[config.mk]
export PLATFORM = sky130hd
export DESIGN_NAME = dmem_arbiter
export DESIGN_NICKNAME = d
export VERILOG_FILES = /design/src/rtl/dmem_arb_pkg.sv /design/src/rtl/dmem_arb_starve_cnt.sv /design/src/rtl/dmem_arbiter.sv
export SDC_FILE = /design/constraint.sdc
export NUM_CORES = 1
export LEC_CHECK = 0
export ABC_CLOCK_PERIOD_IN_PS = 2000
export CORE_MARGIN = 2
export CORE_UTILIZATION = 31
export CTS_CLUSTER_DIAMETER = 100
export DETAILED_ROUTE_END_ITERATION = 8
export PLACE_DENSITY = 0.82
export SLEW_MARGIN = 20
export SYNTH_ARGS = -nofsm -noshare
export SYNTH_HDL_FRONTEND = slang
export SYNTH_SLANG_ARGS = --single-unit
[constraint.sdc]
create_clock -name clk -period 2 [get_ports clk]
set_input_delay 0.6 -clock clk [delete_from_list [all_inputs] [get_ports clk]]
set_output_delay 0.6 -clock clk [all_outputs]
set_load 0.02 [all_outputs]
[src/rtl/dmem_arb_pkg.sv]
// Shared types and constants for the data-memory arbiter.
// Latency: n/a. Backpressure: n/a.
package dmem_arb_pkg;

  typedef enum logic [1:0] {
    S_CPU   = 2'd0,
    S_FORCE = 2'd1,
    S_LOCK  = 2'd2
  } arb_state_t;

  typedef enum logic {
    OWN_CPU  = 1'b0,
    OWN_HOST = 1'b1
  } owner_t;

  localparam int unsigned STARVE_LIMIT_DEF = 4;
  localparam int unsigned CNT_W            = 4;

endpackage

[src/rtl/dmem_arb_starve_cnt.sv]
// Saturating count of consecutive cycles the host lost to the CPU.
// Latency: hit is combinational. Backpressure: none, inc/clr are sampled every cycle.
module dmem_arb_starve_cnt
  import dmem_arb_pkg::*;
#(
  parameter int unsigned LIMIT = STARVE_LIMIT_DEF
) (
  input  logic clk,
  input  logic rst_n,
  input  logic inc,
  input  logic clr,
  output logic hit
);

  localparam logic [CNT_W-1:0] LIM = CNT_W'(LIMIT);

  logic [CNT_W-1:0] cnt_q;

  // hit flags the increment that brings the count up to LIMIT
  assign hit = inc && (cnt_q == LIM - 1'b1);

  always_ff @(posedge clk or negedge rst_n) begin
    if (!rst_n) begin
      cnt_q <= '0;
    end else if (clr) begin
      cnt_q <= '0;
    end else if (inc && (cnt_q != LIM)) begin
      cnt_q <= cnt_q + 1'b1;
    end
  end

endmodule

[src/rtl/dmem_arbiter.sv]
// CPU-priority arbiter for the shared data memory with host starvation slot; host lock mode under DMEM_ARB_LOCK_EN.
// Latency: grant/mux 0 cycles, host read data 1 cycle. Backpressure: host holds host_req until host_gnt; CPU freezes on cpu_stall.
module dmem_arbiter
  import dmem_arb_pkg::*;
#(
  parameter int unsigned ADDR_W       = 8,
  parameter int unsigned DATA_W       = 8,
  parameter int unsigned STARVE_LIMIT = STARVE_LIMIT_DEF
) (
  input  logic              clk,
  input  logic              rst_n,
  input  logic              cpu_req,
  input  logic              cpu_we,
  input  logic [ADDR_W-1:0] cpu_addr,
  input  logic [DATA_W-1:0] cpu_wdata,
  output logic [DATA_W-1:0] cpu_rdata,
  output logic              cpu_stall,
  input  logic              host_req,
  input  logic              host_we,
  input  logic              host_lock,
  input  logic [ADDR_W-1:0] host_addr,
  input  logic [DATA_W-1:0] host_wdata,
  output logic              host_gnt,
  output logic [DATA_W-1:0] host_rdata,
  output logic              host_rvalid,
  output logic [ADDR_W-1:0] mem_addr,
  output logic [DATA_W-1:0] mem_wdata,
  output logic              mem_we,
  input  logic [DATA_W-1:0] mem_rdata
);

  arb_state_t state_q, state_d;
  owner_t     owner;
  logic       gnt_c, stall_c, we_c;
  logic       cnt_inc, cnt_hit;

`ifndef DMEM_ARB_LOCK_EN
  logic unused_host_lock;
  assign unused_host_lock = host_lock;
`endif

  dmem_arb_starve_cnt #(.LIMIT(STARVE_LIMIT)) u_starve_cnt (
    .clk   (clk),
    .rst_n (rst_n),
    .inc   (cnt_inc),
    .clr   (!cnt_inc),
    .hit   (cnt_hit)
  );

  always_comb begin
    state_d = state_q;
    owner   = OWN_CPU;
    gnt_c   = 1'b0;
    stall_c = 1'b0;
    cnt_inc = 1'b0;
    case (state_q)
      S_CPU: begin
        if (host_req && !cpu_req) begin
          owner = OWN_HOST;
          gnt_c = 1'b1;
        end else if (host_req && cpu_req) begin
          cnt_inc = 1'b1;
          if (cnt_hit) state_d = S_FORCE;
        end
      end
      S_FORCE: begin
        // slot is consumed even if the host has since dropped its request
        owner   = OWN_HOST;
        gnt_c   = host_req;
        stall_c = cpu_req;
        state_d = S_CPU;
      end
`ifdef DMEM_ARB_LOCK_EN
      S_LOCK: begin
        owner   = OWN_HOST;
        gnt_c   = host_req;
        stall_c = 1'b1;
        state_d = host_lock ? S_LOCK : S_CPU;
      end
`endif
      default: state_d = S_CPU;
    endcase
`ifdef DMEM_ARB_LOCK_EN
    if (gnt_c && host_lock) state_d = S_LOCK;
`endif
  end

  always_comb begin
    if (owner == OWN_HOST) begin
      mem_addr  = host_addr;
      mem_wdata = host_wdata;
      we_c      = gnt_c && host_we;
    end else begin
      mem_addr  = cpu_addr;
      mem_wdata = cpu_wdata;
      we_c      = cpu_req && cpu_we;
    end
  end

  // reset must silence every strobe at once, not one edge later
  assign host_gnt  = rst_n && gnt_c;
  assign cpu_stall = rst_n && stall_c;
  assign mem_we    = rst_n && we_c;
  assign cpu_rdata = mem_rdata;

  always_ff @(posedge clk or negedge rst_n) begin
    if (!rst_n) begin
      state_q     <= S_CPU;
      host_rdata  <= '0;
      host_rvalid <= 1'b0;
    end else begin
      state_q     <= state_d;
      host_rvalid <= gnt_c && !host_we;
      if (gnt_c && !host_we) host_rdata <= mem_rdata;
    end
  end

endmodule

After elaboration in Yosys (flattened, before gate mapping)
Cells that the tools add are included.
W data, S select, Z words.
- bits in registers: 15
- input bits: 47
- output and inout bits: 36
- logic and storage cells: 42
- add/subtract/negate cells: 1
- equality and inequality tests: 7
- mux-type cells: 16
- reductions and logical operators: 14
- operators by type and width (kind ; number):
    $mux W8 ; 2
    $logic_and A1 B1 Y1 ; 10
    $mux W2 ; 4
    $mux W4 ; 2
    $ne A2 B2 Y1 const B ; 4
    $mux W1 ; 6
    $add A4 B1 Y4 const B ; 1
    $eq A4 B2 Y1 const B ; 1
    $ne A4 B3 Y1 const B ; 1
    $pmux W1 S2 ; 2
    $reduce_and A3 Y1 ; 1
    $eq A2 B1 Y1 const B ; 1
    $logic_not A1 Y1 ; 2
    $logic_not A2 Y1 ; 1

Logic depth before layout (Yosys ltp)
Gate-level depths: netlist of run 1.
- depth after elaboration: 9
- depth in mapped cells: 5
- depth with buffers taken out: 5

Modules after synthesis
From an unflattened synthesis of run 1, not the netlist that was laid out.
- cell total of the unflattened synthesis: 82
- area, all modules: 960.9 µm²
- modules (own cells, without submodules) (module ; times used ; cells each ; area each (µm²) ; seq. area each (µm²)):
    dmem_arbiter ; 1 ; 57 ; 723.2 ; 250.2
    dmem_arb_starve_cnt ; 1 ; 25 ; 237.7 ; 100.1

Worst setup path after synthesis of run 1
No wires, ideal clock.
- kind: input-to-output
- start point: in cpu_req
- end point: out mem_addr[0]
- arrival time: 1.409 ns
- required time: 1.400 ns
- slack: -0.009 ns
- stages on the path: 4
- path buffers: 1
- cell sequence: inv_1 > a21oi_4 > buf_6 > mux2_2
- word-level cells in the longest chain between the ends: 5
- ends and longest elaborated chain (element ; line ; source):
    from (decl) ; dmem_arbiter.sv:12 ; input logic cpu_req,
    $logic_not A1 Y1 ; dmem_arbiter.sv:58 ; if (host_req && !cpu_req) begin
    $logic_and A1 B1 Y1 ; dmem_arbiter.sv:58 ;
    $mux W1 ; dmem_arbiter.sv:58 ;
    $pmux W1 S2 ; dmem_arbiter.sv:56 ; case (state_q)
    $mux W8 ; dmem_arbiter.sv:89 ; if (owner == OWN_HOST) begin
    to (decl) ; dmem_arbiter.sv:26 ; output logic [ADDR_W-1:0] mem_addr,
Every way passes these cells.

Final worst setup path of run 1
- start point: in host_req
- end point: out mem_wdata[3]
- word-level cells in the longest chain between the ends: 4
- ends and longest elaborated chain (element ; line ; source):
    from (decl) ; dmem_arbiter.sv:18 ; input logic host_req,
    $logic_and A1 B1 Y1 ; dmem_arbiter.sv:58 ;
    $mux W1 ; dmem_arbiter.sv:58 ;
    $pmux W1 S2 ; dmem_arbiter.sv:56 ;
    $mux W8 ; dmem_arbiter.sv:89 ;
    to (decl) ; dmem_arbiter.sv:27 ; output logic [DATA_W-1:0] mem_wdata,
Every way passes these cells.

==> flow_results.xml, run 1 <==
<?xml version="1.0" encoding="UTF-8"?>
<metrics>
  <group name="synthesis">
    <metric name="yosys_warnings" unit="">0</metric>
    <metric name="synthesis.nets" unit="">127</metric>
    <metric name="yosys.cell_types.count" unit="">22</metric>
    <metric name="postSynthAreaPerCell" unit="sq um">12.0</metric>
    <metric name="synth_register_bits" unit="">14</metric>
    <metric name="mappedNetlistArea" unit="sq um">932</metric>
    <metric name="syn_inst" unit="">78</metric>
    <metric name="sequential_element_share_of_the_synthesized_area" unit="">0.376</metric>
  </group>
  <group name="sta">
    <metric name="final_hold_viol_count" unit="">0</metric>
    <metric name="period_minus_slack" unit="ns">2.11</metric>
    <metric name="post-route-period-util" unit="">1.06</metric>
    <metric name="clock_skew" unit="ns">0.00217</metric>
    <metric name="grt_setup_unrepaired" unit="">yes</metric>
    <metric name="final_max_slew_viol_count" unit="">0</metric>
    <metric name="postLayoutSetupSlackWorst" unit="ns">-0.114</metric>
    <metric name="fmax" unit="GHz">0.473</metric>
    <metric name="final-setup-viol-count" unit="">18</metric>
    <metric name="relSlewSlack" unit="">0.841</metric>
    <metric name="fin_worst_hold_slack" unit="ns">0.479</metric>
    <metric name="timing_worst_slew_pin_value" unit="ns">0.236</metric>
    <metric name="timing.setup.tns" unit="ns">-1.64</metric>
  </group>
  <group name="cells_and_area">
    <metric name="antennaDiodeCount" unit="">0</metric>
    <metric name="fin_nets" unit="">218</metric>
    <metric name="fillers" unit="">191</metric>
    <metric name="storage_element_area" unit="sq um">350</metric>
    <metric name="final_layout_size_suffix_gt1_frac" unit="">0.464</metric>
    <metric name="layout-area-overhead-vs-synth" unit="%">109</metric>
    <metric name="final_cell_count_no_fill" unit="">199</metric>
    <metric name="fin_area" unit="sq um">1950</metric>
    <metric name="multi_input_area" unit="sq um">562</metric>
  </group>
  <group name="floorplanning">
    <metric name="fp-row-count" unit="">19</metric>
    <metric name="floorplan.initialDensity" unit="">0.332</metric>
    <metric name="core_box_area" unit="sq um">2810</metric>
    <metric name="die_x" unit="um">58.8</metric>
    <metric name="die-area" unit="sq um">3460</metric>
    <metric name="die-height" unit="um">58.8</metric>
    <metric name="ios" unit="">83</metric>
  </group>
  <group name="grt">
    <metric name="grt_first_pass_wirelength" unit="um">5180</metric>
    <metric name="grt_antenna_before_repair" unit="">0</metric>
    <metric name="grt_start_max_net_pins" unit="">15</metric>
    <metric name="gr-usage-all-layers" unit="">0.202</metric>
    <metric name="globalRouteOverflowTotal" unit="">0</metric>
    <metric name="grt_pass1_vias" unit="">1021</metric>
  </group>
  <group name="detailed_routing">
    <metric name="met2RoutedLength" unit="um">1800</metric>
    <metric name="wl_per_cell" unit="um">16.9</metric>
    <metric name="met1_length" unit="um">1200</metric>
    <metric name="detailedRoute.firstIterationViolations" unit="">33</metric>
    <metric name="drtPass1Iterations" unit="">6</metric>
    <metric name="detail_route.drc_violations" unit="">10</metric>
    <metric name="wl_met3" unit="um">368</metric>
    <metric name="route.final.wire_length" unit="um">3370</metric>
    <metric name="highest_layer" unit="">met3</metric>
    <metric name="final_ant_viol_nets" unit="">0</metric>
    <metric name="num_vias" unit="">923</metric>
    <metric name="route.detailed.vias_per_inst" unit="">4.64</metric>
  </group>
  <group name="status">
    <metric name="violations" unit="">design-rule violations, negative setup slack</metric>
    <metric name="run_status" unit="">complete, but fails checks</metric>
  </group>
  <group name="critical_path">
    <metric name="critical_path_maximum_fanout" unit="">8</metric>
    <metric name="critical_path_class" unit="">input port to output pin</metric>
    <metric name="critical_path.most_common_cell" unit="">sky130_fd_sc_hd__buf_6</metric>
    <metric name="path_cells" unit="">buf_8 &gt; a21oi_4 &gt; buf_6 &gt; mux2_4 &gt; buf_6</metric>
    <metric name="worstPathArrival" unit="ns">1.51</metric>
    <metric name="cp_data_required_time" unit="ns">1.40</metric>
    <metric name="timing.critical_path.slowest_stage_cell" unit="">sky130_fd_sc_hd__mux2_4</metric>
    <metric name="critPathMaxStageDelay" unit="ns">0.32</metric>
    <metric name="critPathCaptureType" unit="">output pin</metric>
    <metric name="critical_path.n_buffers_inverters" unit="">3</metric>
    <metric name="cp-start-kind" unit="">input port</metric>
    <metric name="worst_path_dominant_cell_family" unit="">buffers and inverters</metric>
  </group>
  <group name="cts">
    <metric name="clock-sinks" unit="">14</metric>
    <metric name="clock_insertion_delay_worst_skew" unit="ns">0.28</metric>
    <metric name="cts_tree" unit="">built</metric>
    <metric name="cts-root-to-sink-buffers" unit="">2</metric>
    <metric name="cts.root.buffer_cell" unit="">sky130_fd_sc_hd__clkbuf_4</metric>
    <metric name="cts_htree_levels" unit="">1</metric>
    <metric name="cts_inserted_buffers" unit="">3</metric>
    <metric name="clock_edge_transition_at_the_registers_on_the_reported_setup_and_hold_paths" unit="ns">0.08</metric>
  </group>
  <group name="placed_design">
    <metric name="dpl-instance-area" unit="sq um">1800</metric>
    <metric name="placement.setup.worst_slack" unit="ns">-0.950</metric>
    <metric name="number_of_input_and_output_port_buffers_inserted" unit="">81</metric>
    <metric name="place_congestion" unit="">0.681</metric>
    <metric name="dp_cells" unit="">192</metric>
    <metric name="dp_hpwl" unit="um">2500</metric>
  </group>
  <group name="power">
    <metric name="power-per-cell-area" unit="nW/um^2">529</metric>
    <metric name="leakage" unit="uW">0.000940</metric>
    <metric name="worst_ir_drop_vdd" unit="mV">0.378</metric>
  </group>
  <group name="hold_path">
    <metric name="holdCritPathClass" unit="">input port to async pin</metric>
  </group>
  <group name="job">
    <metric name="maxCapViolations" unit="">0</metric>
  </group>
</metrics>
[worst reg2reg max path, stage by stage (launching register included)]
cell and delay (ns):
sky130_fd_sc_hd__dfrtp_1 0.40, sky130_fd_sc_hd__buf_4 0.13, sky130_fd_sc_hd__buf_4 0.12, sky130_fd_sc_hd__nor2b_4 0.04
sky130_fd_sc_hd__buf_4 0.13, sky130_fd_sc_hd__nor3b_2 0.14, sky130_fd_sc_hd__buf_4 0.23, sky130_fd_sc_hd__mux2_4 0.32
[stage by stage]
stage	power, uW	utilization
final	1030	0.694
after global placement	791	0.642
after floorplan	544	-
after global routing	1080	0.694
after CTS	1050	0.704
after detailed placement	799	0.642
[final timing paths]
kind | start | to | slack, ns | depth (start not counted)
max | host_req | mem_wdata[3] | -0.11 | 5
min | rst_n | host_rdata[6]$_DFFE_PN0P_ | 0.48 | 2
max reg2reg | state_q[0]$_DFFE_PN0P_ | host_rdata[7]$_DFFE_PN0P_ | 0.38 | 7
min reg2reg | host_rdata[1]$_DFFE_PN0P_ | host_rdata[1]$_DFFE_PN0P_ | 0.52 | 1
max in group asynchronous | rst_n | state_q[0]$_DFFE_PN0P_ | 1.36 | 2
min in group clk | host_rdata[1]$_DFFE_PN0P_ | host_rdata[1]$_DFFE_PN0P_ | 0.52 | 1
[cell usage after synthesis]
| master | instances | area share |
|---|---|---|
| sky130_fd_sc_hd__a21boi_0 | 1 | 0.0081 |
| sky130_fd_sc_hd__a21oi_1 | 1 | 0.0054 |
| sky130_fd_sc_hd__a21oi_4 | 1 | 0.017 |
| sky130_fd_sc_hd__and3_1 | 2 | 0.013 |
| sky130_fd_sc_hd__buf_4 | 8 | 0.064 |
| sky130_fd_sc_hd__buf_6 | 2 | 0.024 |
| sky130_fd_sc_hd__dfrtp_1 | 14 | 0.38 |
| sky130_fd_sc_hd__ha_1 | 2 | 0.027 |
| sky130_fd_sc_hd__inv_1 | 4 | 0.016 |
| sky130_fd_sc_hd__mux2_2 | 16 | 0.19 |
| sky130_fd_sc_hd__mux2_4 | 8 | 0.13 |
| sky130_fd_sc_hd__mux2i_1 | 2 | 0.021 |
| sky130_fd_sc_hd__nand2_1 | 3 | 0.012 |
| sky130_fd_sc_hd__nand2b_1 | 1 | 0.0067 |
| sky130_fd_sc_hd__nand3_1 | 2 | 0.011 |
| sky130_fd_sc_hd__nand3b_1 | 1 | 0.0081 |
| sky130_fd_sc_hd__nor2_1 | 5 | 0.020 |
| sky130_fd_sc_hd__nor2b_2 | 1 | 0.0094 |
| sky130_fd_sc_hd__nor3_1 | 1 | 0.0054 |
| sky130_fd_sc_hd__nor3b_2 | 1 | 0.013 |
| sky130_fd_sc_hd__nor4b_1 | 1 | 0.0094 |
| sky130_fd_sc_hd__xnor2_1 | 1 | 0.0094 |
[final cells by class]
| cell class | instances | share of cell area |
|---|---|---|
| Timing Repair Buffer | 96 | 0.484 |
| Multi-Input combinational cell | 50 | 0.289 |
| Sequential cell | 14 | 0.180 |
| Tap cell | 31 | 0.0199 |
| Clock buffer | 4 | 0.0186 |
| Inverter | 4 | 0.00900 |
[power breakdown]
part	leakage, uW	internal [uW]	switching (uW)
logic	0.000742	298	192
clock network	0.0000210	111	90.7
registers	0.000177	317	20.0
[metal layers]
metal | up-vias | GRT usage
met5 | - | 0
met3 | 0 | 0.0637
met4 | 0 | 0.0649
met2 | 50 | 0.368
li1 | 444 | -
met1 | 429 | 0.219
[flip-flops by register name, indices dropped and copies added, names as in the netlist]
name	cells
u_starve_cnt.cnt_q	4
host_rdata	8
host_rvalid	1
state_q	1
[cell usage in the layout (no fill, tap or decap), types with 2 or more instances in the layout]
cell,instances
sky130_fd_sc_hd__ha_1,2
sky130_fd_sc_hd__dfrtp_1,14
sky130_fd_sc_hd__clkbuf_4,3
sky130_fd_sc_hd__mux2_4,24
sky130_fd_sc_hd__dlygate4sd2_1,2
sky130_fd_sc_hd__buf_4,14
sky130_fd_sc_hd__buf_6,18
sky130_fd_sc_hd__nor2_1,5
sky130_fd_sc_hd__clkbuf_2,4
sky130_fd_sc_hd__mux2i_1,2
sky130_fd_sc_hd__clkdlybuf4s15_2,4
sky130_fd_sc_hd__inv_1,3
sky130_fd_sc_hd__buf_8,3
sky130_fd_sc_hd__nand2_1,3
sky130_fd_sc_hd__nand3_1,2
sky130_fd_sc_hd__clkdlybuf4s50_1,50
[kinds of logic after synthesis]
kind of cell / synth area share
buffers and inverters: 0.105
AND/OR/NAND/NOR: 0.109
flip-flops: 0.376
XOR/XNOR: 0.00940
adder cells (fa/ha/maj): 0.0268
AO/OA/AOI/OAI: 0.0309
multiplexers: 0.344
[repair_timing]
item / 4_1_cts / 5_1_grt
hold buffers: 0 / 0
endpoints found under the setup margin: 27 / 22
pin swaps: 1 / 1
gates resized for setup: 166 / 12
setup buffers: 3 / 1
gates cloned: 1 / 0
Note: power is estimated with default switching activity, not from simulation.
==> run 2: changes to the inputs <==
- CAP_MARGIN: not set -> 0
==> results of run 2 <==
Final layout, timing and power as in run 1 (identical DEF).
